===== config.mk =====
export PLATFORM = sky130hd
export DESIGN_NAME = bp_be_mmu_cmd_arb
export DESIGN_NICKNAME = d
export VERILOG_FILES = /design/src/rtl/bp_be_pkg.sv /design/src/rtl/bsg_dff_reset_en.sv /design/src/rtl/bp_be_mmu_cmd_arb.sv
export SDC_FILE = /design/constraint.sdc
export NUM_CORES = 1
export LEC_CHECK = 0
export ABC_AREA = 1
export BUFFER_PORTS_ARGS = -buffer_cell sky130_fd_sc_hd__buf_2
export CAP_MARGIN = 20
export CORE_AREA = 2 2 128 130
export CTS_CLUSTER_SIZE = 12
export DETAILED_ROUTE_END_ITERATION = 8
export DIE_AREA = 0 0 130 132
export GPL_TIMING_DRIVEN = 0
export PLACE_DENSITY = 0.81
export SKIP_LAST_GASP = 1
export SLEW_MARGIN = 20
export SYNTH_ARGS = -nofsm -noshare
export SYNTH_HDL_FRONTEND = slang
export SYNTH_SLANG_ARGS = --single-unit

===== constraint.sdc =====
create_clock -name clk_i -period 1.55 [get_ports clk_i]
set_input_delay 0.155 -clock clk_i [delete_from_list [all_inputs] [get_ports clk_i]]
set_output_delay 0.155 -clock clk_i [all_outputs]
set_load 0.1 [all_outputs]

===== src/rtl/bp_be_pkg.sv =====
// Back-end shared definitions for the MMU command arbiter slice.
//   - bp_params_e            : processor configuration selector
//   - bp_vaddr_width() etc.  : per-configuration geometry lookups
//   - bp_be_mmu_arb_state_e  : pipe-buffer arbitration state
//   - `BP_BE_MMU_CMD_WIDTH   : packed width of one MMU command
//   - `DECLARE_BP_BE_MMU_STRUCTS : declares bp_be_mmu_cmd_s in the caller's scope
`ifndef BP_BE_PKG_SV
`define BP_BE_PKG_SV

// One MMU command is {mem_op[3:0], vaddr, data[63:0]}.
`define BP_BE_MMU_CMD_WIDTH(vaddr_width_mp) (4 + (vaddr_width_mp) + 64)

`define DECLARE_BP_BE_MMU_STRUCTS(vaddr_width_mp) \
  typedef struct packed {                          \
    logic [3:0]                mem_op;             \
    logic [(vaddr_width_mp)-1:0] vaddr;            \
    logic [63:0]               data;               \
  } bp_be_mmu_cmd_s;

package bp_be_pkg;

  typedef enum logic [1:0] {
    e_bp_inv_cfg,
    e_bp_sv48_cfg
  } bp_params_e;

  typedef enum logic [1:0] {
    e_empty,
    e_hold,
    e_starved
  } bp_be_mmu_arb_state_e;

  function automatic int bp_vaddr_width(bp_params_e cfg);
    return (cfg == e_bp_sv48_cfg) ? 48 : 39;
  endfunction

  function automatic int bp_ppn_width(bp_params_e cfg);
    return (cfg == e_bp_sv48_cfg) ? 36 : 28;
  endfunction

  function automatic int bp_lce_sets(bp_params_e cfg);
    return (cfg == e_bp_sv48_cfg) ? 128 : 64;
  endfunction

  function automatic int bp_cce_block_width(bp_params_e cfg);
    return (cfg == e_bp_sv48_cfg) ? 512 : 512;
  endfunction

endpackage

`endif


===== src/rtl/bsg_dff_reset_en.sv =====
// Enabled register with synchronous active-high reset to zero.
//   clk_i   : clock
//   reset_i : synchronous reset, clears the stored word
//   en_i    : load data_i on the rising edge when high
//   data_i  : next value
//   data_o  : stored value
module bsg_dff_reset_en #(
  parameter int width_p = 1
) (
  input  logic               clk_i,
  input  logic               reset_i,
  input  logic               en_i,
  input  logic [width_p-1:0] data_i,
  output logic [width_p-1:0] data_o
);

  logic [width_p-1:0] data_q;

  // Reset has priority over the load enable.
  always_ff @(posedge clk_i) begin
    if (reset_i) begin
      data_q <= '0;
    end else if (en_i) begin
      data_q <= data_i;
    end
  end

  assign data_o = data_q;

endmodule


===== src/rtl/bp_be_mmu_cmd_arb.sv =====
// Arbitrates between the memory pipe and the page-table walker for the MMU.
// The pipe command is captured in a one-entry buffer (latency 1); the PTW
// command passes straight through (latency 0) and normally wins. A buffered
// pipe command that keeps losing is promoted once it has lost starve_limit_p
// cycles, after which it beats the PTW for one grant.
//   clk_i / reset_i          : clock, synchronous active-high reset
//   flush_i                  : kills the buffered pipe command
//   pipe_cmd_i/_v_i/_ready_o : pipe command handshake
//   ptw_cmd_i/_v_i/_ready_o  : PTW command handshake
//   mmu_cmd_o/_v_o/_ready_i  : selected command towards the MMU
//   grant_ptw_o              : mmu_cmd_o currently carries the PTW command
//   busy_o                   : pipe buffer occupied
module bp_be_mmu_cmd_arb
  import bp_be_pkg::*;
#(
  parameter bp_params_e bp_params_p    = e_bp_inv_cfg,
  parameter int         starve_limit_p = 4,
  localparam int vaddr_width_p    = bp_vaddr_width(bp_params_p),
  localparam int mmu_cmd_width_lp = `BP_BE_MMU_CMD_WIDTH(vaddr_width_p)
) (
  input  logic                        clk_i,
  input  logic                        reset_i,
  input  logic                        flush_i,

  input  logic [mmu_cmd_width_lp-1:0] pipe_cmd_i,
  input  logic                        pipe_cmd_v_i,
  output logic                        pipe_cmd_ready_o,

  input  logic [mmu_cmd_width_lp-1:0] ptw_cmd_i,
  input  logic                        ptw_cmd_v_i,
  output logic                        ptw_cmd_ready_o,

  output logic [mmu_cmd_width_lp-1:0] mmu_cmd_o,
  output logic                        mmu_cmd_v_o,
  input  logic                        mmu_cmd_ready_i,

  output logic                        grant_ptw_o,
  output logic                        busy_o
);

  `DECLARE_BP_BE_MMU_STRUCTS(vaddr_width_p)

  localparam int cnt_w_lp = $clog2(starve_limit_p + 1);
  localparam logic [cnt_w_lp-1:0] starve_max_lp = cnt_w_lp'(starve_limit_p);

  logic [mmu_cmd_width_lp-1:0] pipe_q;
  logic                        pipe_v_q, pipe_v_d;
  logic                        pipe_accept, pipe_fire, pipe_en;
  logic                        pipe_eligible, grant_ptw, grant_pipe;
  logic [cnt_w_lp-1:0]         starve_cnt_q, starve_cnt_d;
  bp_be_mmu_arb_state_e        state_q, state_d;
  bp_be_mmu_cmd_s              mmu_cmd_sel;

  // Reset is treated like a flush on the pipe side so a command that is about
  // to be discarded never completes an MMU handshake or gets accepted.
  assign pipe_eligible = pipe_v_q & ~flush_i & ~reset_i;

  // PTW wins unless the pipe command has been starved.
  assign grant_ptw  = ptw_cmd_v_i & ((state_q != e_starved) | ~pipe_eligible);
  assign grant_pipe = pipe_eligible & ~grant_ptw;
  assign pipe_fire  = grant_pipe & mmu_cmd_ready_i;

  // Draining and refilling the buffer in the same cycle keeps 1 cmd/cycle.
  assign pipe_cmd_ready_o = (~pipe_v_q | pipe_fire) & ~flush_i & ~reset_i;
  assign pipe_accept      = pipe_cmd_v_i & pipe_cmd_ready_o;
  assign pipe_v_d         = pipe_accept | (pipe_v_q & ~pipe_fire & ~flush_i);
  assign pipe_en          = pipe_accept | pipe_fire | flush_i;

  bsg_dff_reset_en #(
    .width_p (mmu_cmd_width_lp + 1)
  ) pipe_buf (
    .clk_i   (clk_i),
    .reset_i (reset_i),
    .en_i    (pipe_en),
    .data_i  ({pipe_v_d, (pipe_accept ? pipe_cmd_i : pipe_q)}),
    .data_o  ({pipe_v_q, pipe_q})
  );

  // The counter restarts for every newly buffered command and saturates.
  always_comb begin
    starve_cnt_d = starve_cnt_q;
    if (flush_i | pipe_fire | ~pipe_v_q) begin
      starve_cnt_d = '0;
    end else if (~grant_pipe && (starve_cnt_q != starve_max_lp)) begin
      starve_cnt_d = starve_cnt_q + cnt_w_lp'(1);
    end
  end

  always_comb begin
    state_d = e_hold;
    if (~pipe_v_d) begin
      state_d = e_empty;
    end else if (starve_cnt_d == starve_max_lp) begin
      state_d = e_starved;
    end
  end

  always_ff @(posedge clk_i) begin
    if (reset_i) begin
      state_q      <= e_empty;
      starve_cnt_q <= '0;
    end else begin
      state_q      <= state_d;
      starve_cnt_q <= starve_cnt_d;
    end
  end

  assign mmu_cmd_sel     = grant_ptw ? ptw_cmd_i : pipe_q;
  assign mmu_cmd_o       = mmu_cmd_sel;
  assign mmu_cmd_v_o     = grant_ptw | grant_pipe;
  assign grant_ptw_o     = grant_ptw;
  assign ptw_cmd_ready_o = grant_ptw & mmu_cmd_ready_i;
  assign busy_o          = pipe_v_q;

endmodule


==> impl_metrics.json, run 1 <==
{
  "status": "did not finish",
  "grt.total_usage": 0.585,
  "rows": 46,
  "gp_congestion": 0.833,
  "start_util": 0.371,
  "synthCells": 976,
  "clock-sinks": 113,
  "gr-total-overflow": 4,
  "boundaryPins": 332,
  "numCtsBuffers": 17,
  "syn_area_per_cell_um2": 5.97,
  "synth_cell_types": 21,
  "die_h_um": 132,
  "syn-num-nets": 1198,
  "h-tree-depth": 4,
  "dpl.hpwl_um": 15600,
  "grt_repair_worst_endpoint": "mmu_cmd_o[72]",
  "worstEpCategory": "output port",
  "stop_stage": "5_1_grt",
  "die_x_um": 130,
  "port_buffers": 330,
  "synth_top_area_cell": "dfxtp_1",
  "grt_max_degree": 17,
  "synth_top_area_frac": 0.388,
  "synth_seq_cells": 113,
  "toolErrorMsg": "[ERROR GRT-0232] Routing congestion too high. Check the congestion heatmap in the GUI.",
  "synthesis.area_um2": 5830,
  "yosysWarnings": 0,
  "seq_area_frac_synth": 0.388,
  "root_buffer": "clkbuf_16",
  "yosys-top-cells-area": "dfxtp_1, nand2_1, nor2_1",
  "cts_buffer_depth": 2
}
-- per-stage QoR --
step	TNS, ns	setup slack [ns]	instances	util	instance area (um2)
after floorplan	-129.81	-1.77	976	-	6420
after global placement	-86.84	-0.867	1522	0.531	8350
after detailed placement	-91.06	-0.877	1522	0.531	8350
after CTS	-85.23	-0.626	1701	0.818	12900
-- what timing repair did --
item | 4_1_cts
hold buffers | 105
gates resized for setup | 625
pin swaps | 17
buffers inserted | 25
gates cloned | 18
endpoints found under the hold margin | 105
setup endpoints to repair | 218
-- kinds of logic after synthesis --
group | count (synthesis) | synth area share
xor+xnor | 1 | 0.00150
fa+ha+maj | 2 | 0.00429
buf+inv | 175 | 0.134
simple gates | 573 | 0.375
flops | 113 | 0.388
compound gates | 112 | 0.0972
-- synthesized netlist by cell type (all sizes together) --
library cell  number
ha                 2
nor3               2
nand3              5
a22oi              1
nor2             223
xor2               1
nand3b             1
nand2            341
clkbuf            26
buf               32
o21ai            108
a21oi              3
dfxtp            113
inv              117
and2               1
-- per-layer routing --
metal  GRT usage  GRT overflow
met1       0.580             0
met2       0.792             1
met3       0.414             0
met4       0.529             3
met5      0.0794             0
==> inputs of run 2 (changes only) <==
--- a/config.mk
+++ b/config.mk
@@ -8,12 +8,11 @@
 export ABC_AREA = 1
 export BUFFER_PORTS_ARGS = -buffer_cell sky130_fd_sc_hd__buf_2
 export CAP_MARGIN = 20
-export CORE_AREA = 2 2 128 130
-export CTS_CLUSTER_SIZE = 12
+export CORE_MARGIN = 2
+export CORE_UTILIZATION = 25
 export DETAILED_ROUTE_END_ITERATION = 8
-export DIE_AREA = 0 0 130 132
 export GPL_TIMING_DRIVEN = 0
-export PLACE_DENSITY = 0.81
+export PLACE_DENSITY_LB_ADDON = 0.15
 export SKIP_LAST_GASP = 1
 export SLEW_MARGIN = 20
 export SYNTH_ARGS = -nofsm -noshare
==> constraint.sdc (replaced) <==
create_clock -name clk_i -period 2.02 [get_ports clk_i]
set_input_delay 0.202 -clock clk_i [delete_from_list [all_inputs] [get_ports clk_i]]
set_output_delay 0.202 -clock clk_i [all_outputs]
set_load 0.1 [all_outputs]
==> impl_metrics.json, run 2 <==
{
  "rsz0062_at_grt": "true",
  "gp_congestion": 0.778,
  "n_fill_cell": 2084,
  "syn_area_per_cell_um2": 5.97,
  "min_path_type": "input port to register",
  "fmax_mhz": 457,
  "numCtsBuffers": 17,
  "violations": "setup timing",
  "swShare": 0.386,
  "port_buffers": 330,
  "setup_viol": 107,
  "fin_crit_ns": 2.19,
  "dpl.hpwl_um": 17100,
  "finalCoreUtilization": 0.549,
  "powerDensity_nw_per_um2": 672,
  "grt_pass1_vias": 7097,
  "synthTopCellsByCount": "nand2_1, nor2_1, inv_1",
  "relSlewSlack": 0.639,
  "die_x_um": 157,
  "combPwrFrac": 0.404,
  "synth_top_area_cell": "dfxtp_1",
  "wl_per_cell_um": 15.4,
  "fin_setup_tns_ns": -10.45,
  "worstPathArrival_ns": 1.99,
  "layout_commonest_cell": "nand2_1",
  "cts_buffer_depth": 2,
  "num-nets-final": 1600,
  "clock_skew_ns": 0.00980,
  "synthToLayoutAreaGrowth_pct": 115,
  "leakagePower_nw": 6.30,
  "slowest_delay_ns": 0.36,
  "ir_worst_vdd_mv": 0.473,
  "status": "finished with violations",
  "crit_top_cell": "buf_12",
  "crit_type": "register to output port",
  "synthCells": 976,
  "synth_top_area_frac": 0.388,
  "syn-num-nets": 1198,
  "synth_xor_xnor_area_share": 0.00150,
  "hold_viol_final": 0,
  "rows": 55,
  "core_area_um2": 22800,
  "yosys-top-cells-area": "dfxtp_1, nand2_1, nor2_1",
  "synth_edf_count": 0,
  "clkPwrFrac": 0.314,
  "synth_cell_types": 21,
  "h-tree-depth": 4,
  "synthSimpleGateAreaFrac": 0.375,
  "grt.total_usage": 0.201,
  "synthMuxAreaShare": 0,
  "ant_nets": 0,
  "drt-vias-per-instance": 4.23,
  "fin_ws_ns": -0.168,
  "clock-sinks": 113,
  "whs_ns": 0.0177,
  "layout_common_cells": "nand2_1, buf_2, nor2_1",
  "drive_gt1_frac": 0.441,
  "routed_wl_um": 26300,
  "gr-total-overflow": 0,
  "slowest_stage": "dfxtp_4",
  "synth.most_common_cell": "nand2_1",
  "grt_pass1_wl_um": 37700,
  "boundaryPins": 332,
  "start_kind": "register",
  "tightest_slew_ns": 0.541,
  "die_h_um": 157,
  "synth_seq_cells": 113,
  "endpoint_kind": "output port",
  "cts.clk_slew.worst_paths_ns": 0.06,
  "antenna_found_initial": 5,
  "seqPwrFrac": 0.282,
  "required_ns": 1.82,
  "period_share": 1.08,
  "cts_tree": "done",
  "seq_area_frac_synth": 0.388,
  "num_vias": 7204,
  "synth_compound_area_frac": 0.0972,
  "maxSlewViolCount": 0,
  "drtIter0Drc": 225,
  "p_sw_mw": 3.25,
  "root_buffer": "clkbuf_16",
  "p_int_mw": 5.16,
  "synthesis.area_um2": 5830,
  "grt_max_degree": 17,
  "cp_cell_sequence": "nand2_4 -> nor2_4 -> a21oi_4 -> buf_12 -> buf_12 -> buf_12 -> clkbuf_16 -> o21ai_4 -> buf_12",
  "firstDrtPassIters": 4,
  "synthAdderAreaFrac": 0.00429,
  "drc": 0,
  "postSynth.asyncResetShare": 0,
  "yosys_most_used_dff": "dfxtp_1",
  "power.total_mw": 8.41,
  "crit_fanout": 8,
  "largest_reg_flops": 108,
  "die-area_um2": 24600,
  "insertion_delay_ns": 0.40,
  "start_util": 0.256,
  "synth_top_family_by_area": "simple AND/OR/NAND/NOR gates",
  "drv_cap": 0,
  "yosysWarnings": 0
}
## run 2: path summary, 6_finish.rpt
| check | start | endpoint | slack (ns) | cells past startpoint |
|---|---|---|---|---|
| worst max register to register | pipe_buf.data_o[107]$_SDFFE_PP0P_ | pipe_buf.data_o[35]$_SDFFE_PP0P_ | 0.20 | 11 |
| worst min register to register | pipe_buf.data_o[51]$_SDFFE_PP0P_ | pipe_buf.data_o[51]$_SDFFE_PP0P_ | 0.52 | 4 |
| worst min-delay path | pipe_cmd_i[97] | pipe_buf.data_o[97]$_SDFFE_PP0P_ | 0.02 | 3 |
| worst max-delay path | pipe_buf.data_o[107]$_SDFFE_PP0P_ | mmu_cmd_o[76] | -0.17 | 9 |
## run 2: through the flow
step                cells  instance area, um2  setup slack, ns
floorplan             976                6400            -1.35
global placement     1619                8440            -1.08
detailed placement   1619                8440            -1.08
CTS                  1697               11500           -0.229
global route         1705               12500           -0.256
finish               1705               12500           -0.168
## run 2: timing repair
action | in CTS | in global routing
gates resized for setup | 564 | 246
endpoints found under the setup margin | 110 | 115
buffers inserted | 17 | 8
hold buffers | 17 | 0
endpoints found under the hold margin | 17 | 0
cloned | 14 | 3
pin swaps | 19 | 14
## run 2: final cells by class
class / count / area [um2] / area share
Timing Repair Buffer: 386 / 4000 / 0.319
Antenna cell: 3 / 7.51 / 0.000600
Clock buffer: 19 / 443 / 0.0354
Buffer: 55 / 617 / 0.0493
Multi-Input combinational cell: 688 / 4280 / 0.342
Inverter: 117 / 439 / 0.0351
Sequential cell: 113 / 2270 / 0.181
Tap cell: 313 / 392 / 0.0313
Clock inverter: 11 / 70.1 / 0.00560
## run 2: critical path, delay by kind of cell, from the launching register on
family | cells | cell delay [ns]
AO/OA/AOI/OAI | 2 | 0.24
flip-flops | 1 | 0.36
buffers and inverters | 5 | 0.77
AND/OR/NAND/NOR | 2 | 0.19
## run 2: cells by family (layout without fill, tap and decap cells)
logic type | count (synthesis) | count (layout)
other cells | 0 | 3
compound gates | 112 | 112
simple gates | 573 | 573
xor+xnor | 1 | 1
buf+inv | 175 | 588
fa+ha+maj | 2 | 2
flops | 113 | 113
## run 2: routing by layer
metal / vias up / global-route usage / routed length (um)
li1: 3712 / - / -
met1: 3197 / 0.232 / 10700
met2: 256 / 0.350 / 13200
met3: 35 / 0.0642 / 1760
met4: 4 / 0.0695 / 638
met5: - / 0 / 14
## run 2: power by group through the flow
| stage | Sequential [mW] | Clock (mW) | Combinational (mW) |
|---|---|---|---|
| floorplan | 2.42 | 0 | 1.80 |
| global placement | 2.42 | 0 | 2.34 |
| detailed placement | 2.42 | 0 | 2.35 |
| CTS | 2.37 | 2.71 | 3.13 |
| global route | 2.38 | 2.81 | 3.55 |
| finish | 2.37 | 2.64 | 3.40 |
(Power assumes the default switching activity.)
